$ cat src/rtl/exception_ctrl_if.sv
// Exception controller bus: MEM-stage event inputs, CP0 side outputs
// and the fetch redirect valid/ready handshake.
interface exception_ctrl_if;
    logic        i_mem_valid;
    logic [31:0] i_mem_pc;
    logic        i_mem_in_delay_slot;
    logic [5:0]  i_mem_exc;
    logic        i_mem_eret;
    logic [5:0]  i_int;
    logic        i_timer_int;
    logic [31:0] i_status_reg;
    logic [31:0] i_epc_reg;
    logic        i_redirect_ready;
    logic [4:0]  o_except_cause;
    logic [31:0] o_current_pc;
    logic        o_is_in_delay_slot;
    logic        o_is_eret;
    logic [5:0]  o_cp0_int;
    logic        o_flush;
    logic        o_busy;
    logic        o_redirect_valid;
    logic [31:0] o_redirect_pc;

    // Controller side
    modport slave (
        input  i_mem_valid,
        input  i_mem_pc,
        input  i_mem_in_delay_slot,
        input  i_mem_exc,
        input  i_mem_eret,
        input  i_int,
        input  i_timer_int,
        input  i_status_reg,
        input  i_epc_reg,
        input  i_redirect_ready,
        output o_except_cause,
        output o_current_pc,
        output o_is_in_delay_slot,
        output o_is_eret,
        output o_cp0_int,
        output o_flush,
        output o_busy,
        output o_redirect_valid,
        output o_redirect_pc
    );

    // Pipeline / CP0 / fetch side
    modport master (
        output i_mem_valid,
        output i_mem_pc,
        output i_mem_in_delay_slot,
        output i_mem_exc,
        output i_mem_eret,
        output i_int,
        output i_timer_int,
        output i_status_reg,
        output i_epc_reg,
        output i_redirect_ready,
        input  o_except_cause,
        input  o_current_pc,
        input  o_is_in_delay_slot,
        input  o_is_eret,
        input  o_cp0_int,
        input  o_flush,
        input  o_busy,
        input  o_redirect_valid,
        input  o_redirect_pc
    );
endinterface

$ cat src/rtl/exception_ctrl.sv
// Exception controller: picks the highest-priority MEM-stage event,
// pulses CP0 for one cycle, flushes the pipe, then redirects fetch.
module exception_ctrl #(
    parameter logic [31:0] VEC_BEV  = 32'hBFC00380,
    parameter logic [31:0] VEC_NORM = 32'h80000180
) (
    input logic             clk,
    input logic             resetn,
    exception_ctrl_if.slave bus
);

    localparam logic [4:0] EXC_CAUSE_INT  = 5'd0;
    localparam logic [4:0] EXC_CAUSE_ADEL = 5'd4;
    localparam logic [4:0] EXC_CAUSE_ADES = 5'd5;
    localparam logic [4:0] EXC_CAUSE_SYS  = 5'd8;
    localparam logic [4:0] EXC_CAUSE_BP   = 5'd9;
    localparam logic [4:0] EXC_CAUSE_RI   = 5'd10;
    localparam logic [4:0] EXC_CAUSE_OV   = 5'd12;
    localparam logic [4:0] EXC_CAUSE_NOP  = 5'h1F;

    localparam logic [1:0] S_IDLE     = 2'd0;
    localparam logic [1:0] S_FLUSH    = 2'd1;
    localparam logic [1:0] S_REDIRECT = 2'd2;

    logic [1:0]  state;
    logic [1:0]  state_nxt;
    logic [5:0]  cp0_int;
    logic        int_pend;
    logic        ev_take;
    logic [4:0]  ev_cause;
    logic        ev_eret;
    logic        ev_fire;
    logic [4:0]  cause_q;
    logic [31:0] pc_q;
    logic        ds_q;
    logic        eret_q;
    logic [31:0] rpc_q;
    logic [31:0] st;
    logic        unused_status;

    assign st = bus.i_status_reg;

    // Only IE/EXL/IM/BEV are consulted here
    assign unused_status = ^{st[31:23], st[21:16], st[9:2]};

    // Timer interrupt shares hardware line 5
    always_comb begin
        cp0_int = {bus.i_int[5] | bus.i_timer_int, bus.i_int[4:0]};
    end

    assign bus.o_cp0_int = cp0_int;

    // Interrupt pending: enabled, not at exception level, unmasked line
    assign int_pend = st[0] & ~st[1] & (|(st[15:10] & cp0_int));

    // Event priority: interrupt, then synchronous faults, then ERET
    always_comb begin
        ev_take  = 1'b1;
        ev_cause = EXC_CAUSE_NOP;
        ev_eret  = 1'b0;
        if (int_pend) begin
            ev_cause = EXC_CAUSE_INT;
        end else if (bus.i_mem_exc[0]) begin
            ev_cause = EXC_CAUSE_ADEL;
        end else if (bus.i_mem_exc[1]) begin
            ev_cause = EXC_CAUSE_RI;
        end else if (bus.i_mem_exc[2]) begin
            ev_cause = EXC_CAUSE_OV;
        end else if (bus.i_mem_exc[3]) begin
            ev_cause = EXC_CAUSE_SYS;
        end else if (bus.i_mem_exc[4]) begin
            ev_cause = EXC_CAUSE_BP;
        end else if (bus.i_mem_exc[5]) begin
            ev_cause = EXC_CAUSE_ADES;
        end else if (bus.i_mem_eret) begin
            ev_eret = 1'b1;
        end else begin
            ev_take = 1'b0;
        end
    end

    // MEM inputs only matter while idle; FLUSH/REDIRECT ignore them
    assign ev_fire = (state == S_IDLE) & bus.i_mem_valid & ev_take;

    // Next-state selection for the IDLE -> FLUSH -> REDIRECT sequence
    always_comb begin
        state_nxt = state;
        case (state)
            S_IDLE: begin
                if (ev_fire) begin
                    state_nxt = S_FLUSH;
                end
            end
            S_FLUSH: begin
                state_nxt = S_REDIRECT;
            end
            S_REDIRECT: begin
                if (bus.i_redirect_ready) begin
                    state_nxt = S_IDLE;
                end
            end
            default: begin
                state_nxt = S_IDLE;
            end
        endcase
    end

    // State register
    always_ff @(posedge clk or negedge resetn) begin
        if (!resetn) begin
            state <= S_IDLE;
        end else begin
            state <= state_nxt;
        end
    end

    // CP0 report: loaded on the event edge, cleared one cycle later
    always_ff @(posedge clk or negedge resetn) begin
        if (!resetn) begin
            cause_q <= EXC_CAUSE_NOP;
            pc_q    <= 32'd0;
            ds_q    <= 1'b0;
            eret_q  <= 1'b0;
        end else if (ev_fire) begin
            cause_q <= ev_cause;
            pc_q    <= bus.i_mem_pc;
            ds_q    <= bus.i_mem_in_delay_slot;
            eret_q  <= ev_eret;
        end else begin
            cause_q <= EXC_CAUSE_NOP;
            pc_q    <= 32'd0;
            ds_q    <= 1'b0;
            eret_q  <= 1'b0;
        end
    end

    // Redirect target: EPC for ERET, else vector chosen by BEV at FLUSH
    always_ff @(posedge clk or negedge resetn) begin
        if (!resetn) begin
            rpc_q <= 32'd0;
        end else if (state == S_FLUSH) begin
            if (eret_q) begin
                rpc_q <= bus.i_epc_reg;
            end else if (st[22]) begin
                rpc_q <= VEC_BEV;
            end else begin
                rpc_q <= VEC_NORM;
            end
        end
    end

    assign bus.o_except_cause     = cause_q;
    assign bus.o_current_pc       = pc_q;
    assign bus.o_is_in_delay_slot = ds_q;
    assign bus.o_is_eret          = eret_q;
    assign bus.o_flush            = (state == S_FLUSH);
    assign bus.o_busy             = (state != S_IDLE);
    assign bus.o_redirect_valid   = (state == S_REDIRECT);
    assign bus.o_redirect_pc      = rpc_q;

endmodule

$ cat src/flat_wrapper.sv
// flat-port wrapper written by rule: the top's interface ports become plain ports
module exception_ctrl_flat 
#(
    parameter logic [31:0] VEC_BEV  = 32'hBFC00380,
    parameter logic [31:0] VEC_NORM = 32'h80000180
)
  (clk, resetn, bus_i_mem_valid, bus_i_mem_pc, bus_i_mem_in_delay_slot, bus_i_mem_exc, bus_i_mem_eret, bus_i_int, bus_i_timer_int, bus_i_status_reg, bus_i_epc_reg, bus_i_redirect_ready, bus_o_except_cause, bus_o_current_pc, bus_o_is_in_delay_slot, bus_o_is_eret, bus_o_cp0_int, bus_o_flush, bus_o_busy, bus_o_redirect_valid, bus_o_redirect_pc);
  exception_ctrl_if bus_i ();
  input logic clk;
  input logic resetn;
  input wire logic [$bits(bus_i.i_mem_valid)-1:0] bus_i_mem_valid;
  input wire logic [$bits(bus_i.i_mem_pc)-1:0] bus_i_mem_pc;
  input wire logic [$bits(bus_i.i_mem_in_delay_slot)-1:0] bus_i_mem_in_delay_slot;
  input wire logic [$bits(bus_i.i_mem_exc)-1:0] bus_i_mem_exc;
  input wire logic [$bits(bus_i.i_mem_eret)-1:0] bus_i_mem_eret;
  input wire logic [$bits(bus_i.i_int)-1:0] bus_i_int;
  input wire logic [$bits(bus_i.i_timer_int)-1:0] bus_i_timer_int;
  input wire logic [$bits(bus_i.i_status_reg)-1:0] bus_i_status_reg;
  input wire logic [$bits(bus_i.i_epc_reg)-1:0] bus_i_epc_reg;
  input wire logic [$bits(bus_i.i_redirect_ready)-1:0] bus_i_redirect_ready;
  output wire logic [$bits(bus_i.o_except_cause)-1:0] bus_o_except_cause;
  output wire logic [$bits(bus_i.o_current_pc)-1:0] bus_o_current_pc;
  output wire logic [$bits(bus_i.o_is_in_delay_slot)-1:0] bus_o_is_in_delay_slot;
  output wire logic [$bits(bus_i.o_is_eret)-1:0] bus_o_is_eret;
  output wire logic [$bits(bus_i.o_cp0_int)-1:0] bus_o_cp0_int;
  output wire logic [$bits(bus_i.o_flush)-1:0] bus_o_flush;
  output wire logic [$bits(bus_i.o_busy)-1:0] bus_o_busy;
  output wire logic [$bits(bus_i.o_redirect_valid)-1:0] bus_o_redirect_valid;
  output wire logic [$bits(bus_i.o_redirect_pc)-1:0] bus_o_redirect_pc;
  assign bus_i.i_mem_valid = bus_i_mem_valid;
  assign bus_i.i_mem_pc = bus_i_mem_pc;
  assign bus_i.i_mem_in_delay_slot = bus_i_mem_in_delay_slot;
  assign bus_i.i_mem_exc = bus_i_mem_exc;
  assign bus_i.i_mem_eret = bus_i_mem_eret;
  assign bus_i.i_int = bus_i_int;
  assign bus_i.i_timer_int = bus_i_timer_int;
  assign bus_i.i_status_reg = bus_i_status_reg;
  assign bus_i.i_epc_reg = bus_i_epc_reg;
  assign bus_i.i_redirect_ready = bus_i_redirect_ready;
  assign bus_o_except_cause = bus_i.o_except_cause;
  assign bus_o_current_pc = bus_i.o_current_pc;
  assign bus_o_is_in_delay_slot = bus_i.o_is_in_delay_slot;
  assign bus_o_is_eret = bus_i.o_is_eret;
  assign bus_o_cp0_int = bus_i.o_cp0_int;
  assign bus_o_flush = bus_i.o_flush;
  assign bus_o_busy = bus_i.o_busy;
  assign bus_o_redirect_valid = bus_i.o_redirect_valid;
  assign bus_o_redirect_pc = bus_i.o_redirect_pc;
  exception_ctrl #(.VEC_BEV(VEC_BEV), .VEC_NORM(VEC_NORM)) u_core (.clk(clk), .resetn(resetn), .bus(bus_i));
endmodule
$ cat config.mk
export PLATFORM = sky130hd
export DESIGN_NAME = exception_ctrl_flat
export DESIGN_NICKNAME = d
export VERILOG_FILES = /design/src/rtl/exception_ctrl_if.sv /design/src/rtl/exception_ctrl.sv /design/src/flat_wrapper.sv
export SDC_FILE = /design/constraint.sdc
export NUM_CORES = 1
export LEC_CHECK = 0
export CAP_MARGIN = 20
export CELL_PAD_IN_SITES_DETAIL_PLACEMENT = 1
export CELL_PAD_IN_SITES_GLOBAL_PLACEMENT = 1
export CORE_ASPECT_RATIO = 1.75
export CORE_MARGIN = 4
export CORE_UTILIZATION = 25
export CTS_CLUSTER_DIAMETER = 50
export DETAILED_ROUTE_END_ITERATION = 12
export PLACE_DENSITY = 0.76
export SLEW_MARGIN = 40
export SYNTH_ARGS = -nofsm -noshare
export SYNTH_HDL_FRONTEND = slang
export SYNTH_SLANG_ARGS = --single-unit
$ cat constraint.sdc
create_clock -name clk -period 1.85 [get_ports clk]
set_input_delay 0.2775 -clock clk [delete_from_list [all_inputs] [get_ports clk]]
set_output_delay 0.2775 -clock clk [all_outputs]
set_load 0.03 [all_outputs]
==> results.yml <==
synth:
  synth-adder-area-share: 0
  syn_area_mm2: 0.002839
  synth_seq_area_share: 0.6457
  synthCells: 253
  yosysUniqueCellTypes: 26
  synth-xor-area-share: 0
  synthSimpleGateAreaFrac: 0.2045
  yosys-top-cells-area: "dfrtp_1, nand2_1, o21ai_0"
  yosys_warnings: 0
  syn-num-nets: 368
  synth_top_family_by_area: "simple AND/OR/NAND/NOR gates"
  synth_area_leader_cell: "dfrtp_1"
  synth_top_area_share: 0.5994
  syn_area_per_cell_um2: 11.22
  synth_compound_area_frac: 0.1049
  ys_ff_latch: 73
  synthMuxAreaShare: 0
power_and_ir_drop:
  ir_worst_vdd_mv: 0.5471
  power_density_mw_per_mm2: 1181
  power.leakage_nw: 2.235
sta:
  slew_viol_final: 0
  fin_worst_skew_ns: 0.008531
  finalSetupTns_ns: 0
  tightest_slew_ns: 0.6860
  period_share: 0.9819
  period_needed_ns: 1.816
  slew_headroom: 0.5417
  rsz0062_at_grt: "false"
  setup_viol: 0
  clock.fmax_ghz: 0.5505
  hold_violations: 0
floorplanning:
  die_area_mm2: 0.01319
  start_util: 0.2557
  ioPinCount: 195
  die_w_um: 88.56
  die_height_um: 149.0
  core_mm2: 0.01110
  num_rows: 51
route:
  viasPerCell: 4.475
  antenna_left: 0
  drt-total-wl_um: 10060
  wl_per_cell_um: 17.55
  drc_errors: 0
  dr.pass1.iters: 4
  vias: 2564
  drt_iter0_drc: 72
run:
  max_cap_violations: 0
worst_setup_path:
  critPathLaunchType: "primary input"
  arrival_ns: 2.04
  critPathMaxFanout: 7
  required_ns: 2.07
  crit_type: "in -> reg"
  endpoint_kind: "flop"
grt:
  grt_max_degree: 66
  busiest_layer: "met2"
  grt_pass1_vias: 2875
  gr-usage-met3: 0.06412
  antenna_found_initial: 1
  grt_pass1_wl_um: 15290
  use_met2: 0.2886
  gr-usage-all-layers: 0.1563
  use_met1: 0.1486
  grt_remaining_overflow: 0
clocking:
  numCtsBuffers: 9
  clock_latency_ns: 0.33
  cts_tree: "yes"
  clockBufferDepth: 2
  clock_sinks: 73
  htreeDepth: 3
  cts-root-buf: "clkbuf_16"
  path_clk_slew_ns: 0.06
layout:
  layout_commonest_cell: "clkdlybuf4s50_1"
  final_nets: 551
  layout-drive-gt1-share: 0.1995
  synthToLayoutAreaGrowth_pct: 82.50
  fillers: 1209
  final_area_mm2: 0.005181
  n_antenna_cell: 0
  final_cell_mix: "clkdlybuf4s50_1, dfrtp_1, nand2_1"
placed_design:
  gp_congestion: 0.7707
  dpl_cell_area_mm2: 0.004718
  hpwl_um: 7181
  portBuffers: 171
run_status:
  status: "completed"
hold_path:
  hp-class: "in -> reg"
registers in the layout, summed over array words and instances, names as in the netlist:
| signal | cells |
|---|---|
| u_core.bus.o_is_in_delay_slot | 1 |
| u_core.bus.o_is_eret | 1 |
| u_core.state | 2 |
| u_core.bus.o_current_pc | 32 |
| u_core.bus.o_redirect_pc | 32 |
| u_core.bus.o_except_cause | 5 |
kinds of logic (layout without fill, tap and decap cells):
group	Yosys count	count (layout)
AOI/OAI and AO/OA	54	59
buffers and inverters	23	206
DFF	73	73
and+or+nand+nor	103	103
critical path, stage by stage:
cell,delay [ns]
dlygate4sd2_1,0.25
or3_4,0.39
or3_4,0.42
o41a_4,0.53
and2_4,0.18
power by group:
| group | switching (mW) | total, mW | internal, mW |
|---|---|---|---|
| clock network | 0.668 | 1.75 | 1.08 |
| logic | 1.30 | 2.33 | 1.03 |
| registers | 0.121 | 2.04 | 1.92 |
stage by stage:
step	total power, mW	std cells	hold WS (ns)	setup WS (ns)	utilization
4_1_cts	6.209	573	0.4311	0.002601	0.4664
5_1_grt	6.454	573	0.4440	0.001473	0.4666
3_3_place_gp	4.234	551	0.2651	-0.4817	0.4249
6_report	6.121	573	0.4413	0.03353	0.4666
3_5_place_dp	4.286	551	0.2797	-0.5201	0.4249
2_1_floorplan	3.256	253	-0.01809	0.05612	-
area by class of cell:
| type | instances | area (um2) | area share |
|---|---|---|---|
| inverters | 4 | 15.01 | 0.002898 |
| well taps | 132 | 165.2 | 0.03188 |
| flip-flops and latches | 73 | 1833 | 0.3538 |
| clock buffers | 10 | 239.0 | 0.04612 |
| multi-input cells | 162 | 1040 | 0.2007 |
| clock inverters | 6 | 65.06 | 0.01256 |
| repair buffers | 186 | 1824 | 0.3521 |
metal layers:
layer | vias to the layer above | share of wire
li1 | 1203 | -
met1 | 1209 | 0.33
met2 | 126 | 0.55
met3 | 24 | 0.087
met4 | 2 | 0.033
met5 | - | 0.00080
cells in the mapped netlist:
master / number
dfrtp_1: 68
nand2_1: 53
o21ai_0: 39
and2_4: 22
a21oi_1: 10
clkbuf_1: 10
and2_2: 7
buf_4: 5
dfstp_2: 5
and2_1: 4
inv_1: 4
nor2b_1: 4
buf_6: 3
nand2b_1: 3
or2_2: 3
nor2_1: 2
or3_4: 2
a222oi_1: 1
a22oi_1: 1
a31oi_1: 1
buf_1: 1
nor3_1: 1
nor3b_1: 1
nor4_1: 1
o21bai_1: 1
o41a_4: 1
final timing paths:
check | from | end | slack (ns) | depth (start not counted)
max in group asynchronous | resetn | u_core.bus.o_redirect_pc[0] | 0.80 | 3
worst min-delay path | bus_i_mem_exc[3] | u_core.bus.o_except_cause[0] | 0.44 | 4
min in group asynchronous | resetn | u_core.bus.o_redirect_pc[13] | 0.47 | 2
worst min register to register | u_core.bus.o_redirect_pc[2] | u_core.bus.o_redirect_pc[2] | 0.48 | 2
worst max-delay path | bus_i_mem_exc[1] | u_core.bus.o_current_pc[1] | 0.03 | 5
worst max register to register | u_core.state[0] | u_core.bus.o_except_cause[3] | 0.15 | 5
what timing repair did:
item,4_1_cts,5_1_grt
endpoints found under the setup margin,41,40
pin swaps,22,1
setup buffers,0,0
cloned,5,0
hold endpoints to repair,31,0
resized for setup,40,2
hold buffers,1,0
No activity file was read; power rests on OpenSTA's default activity.
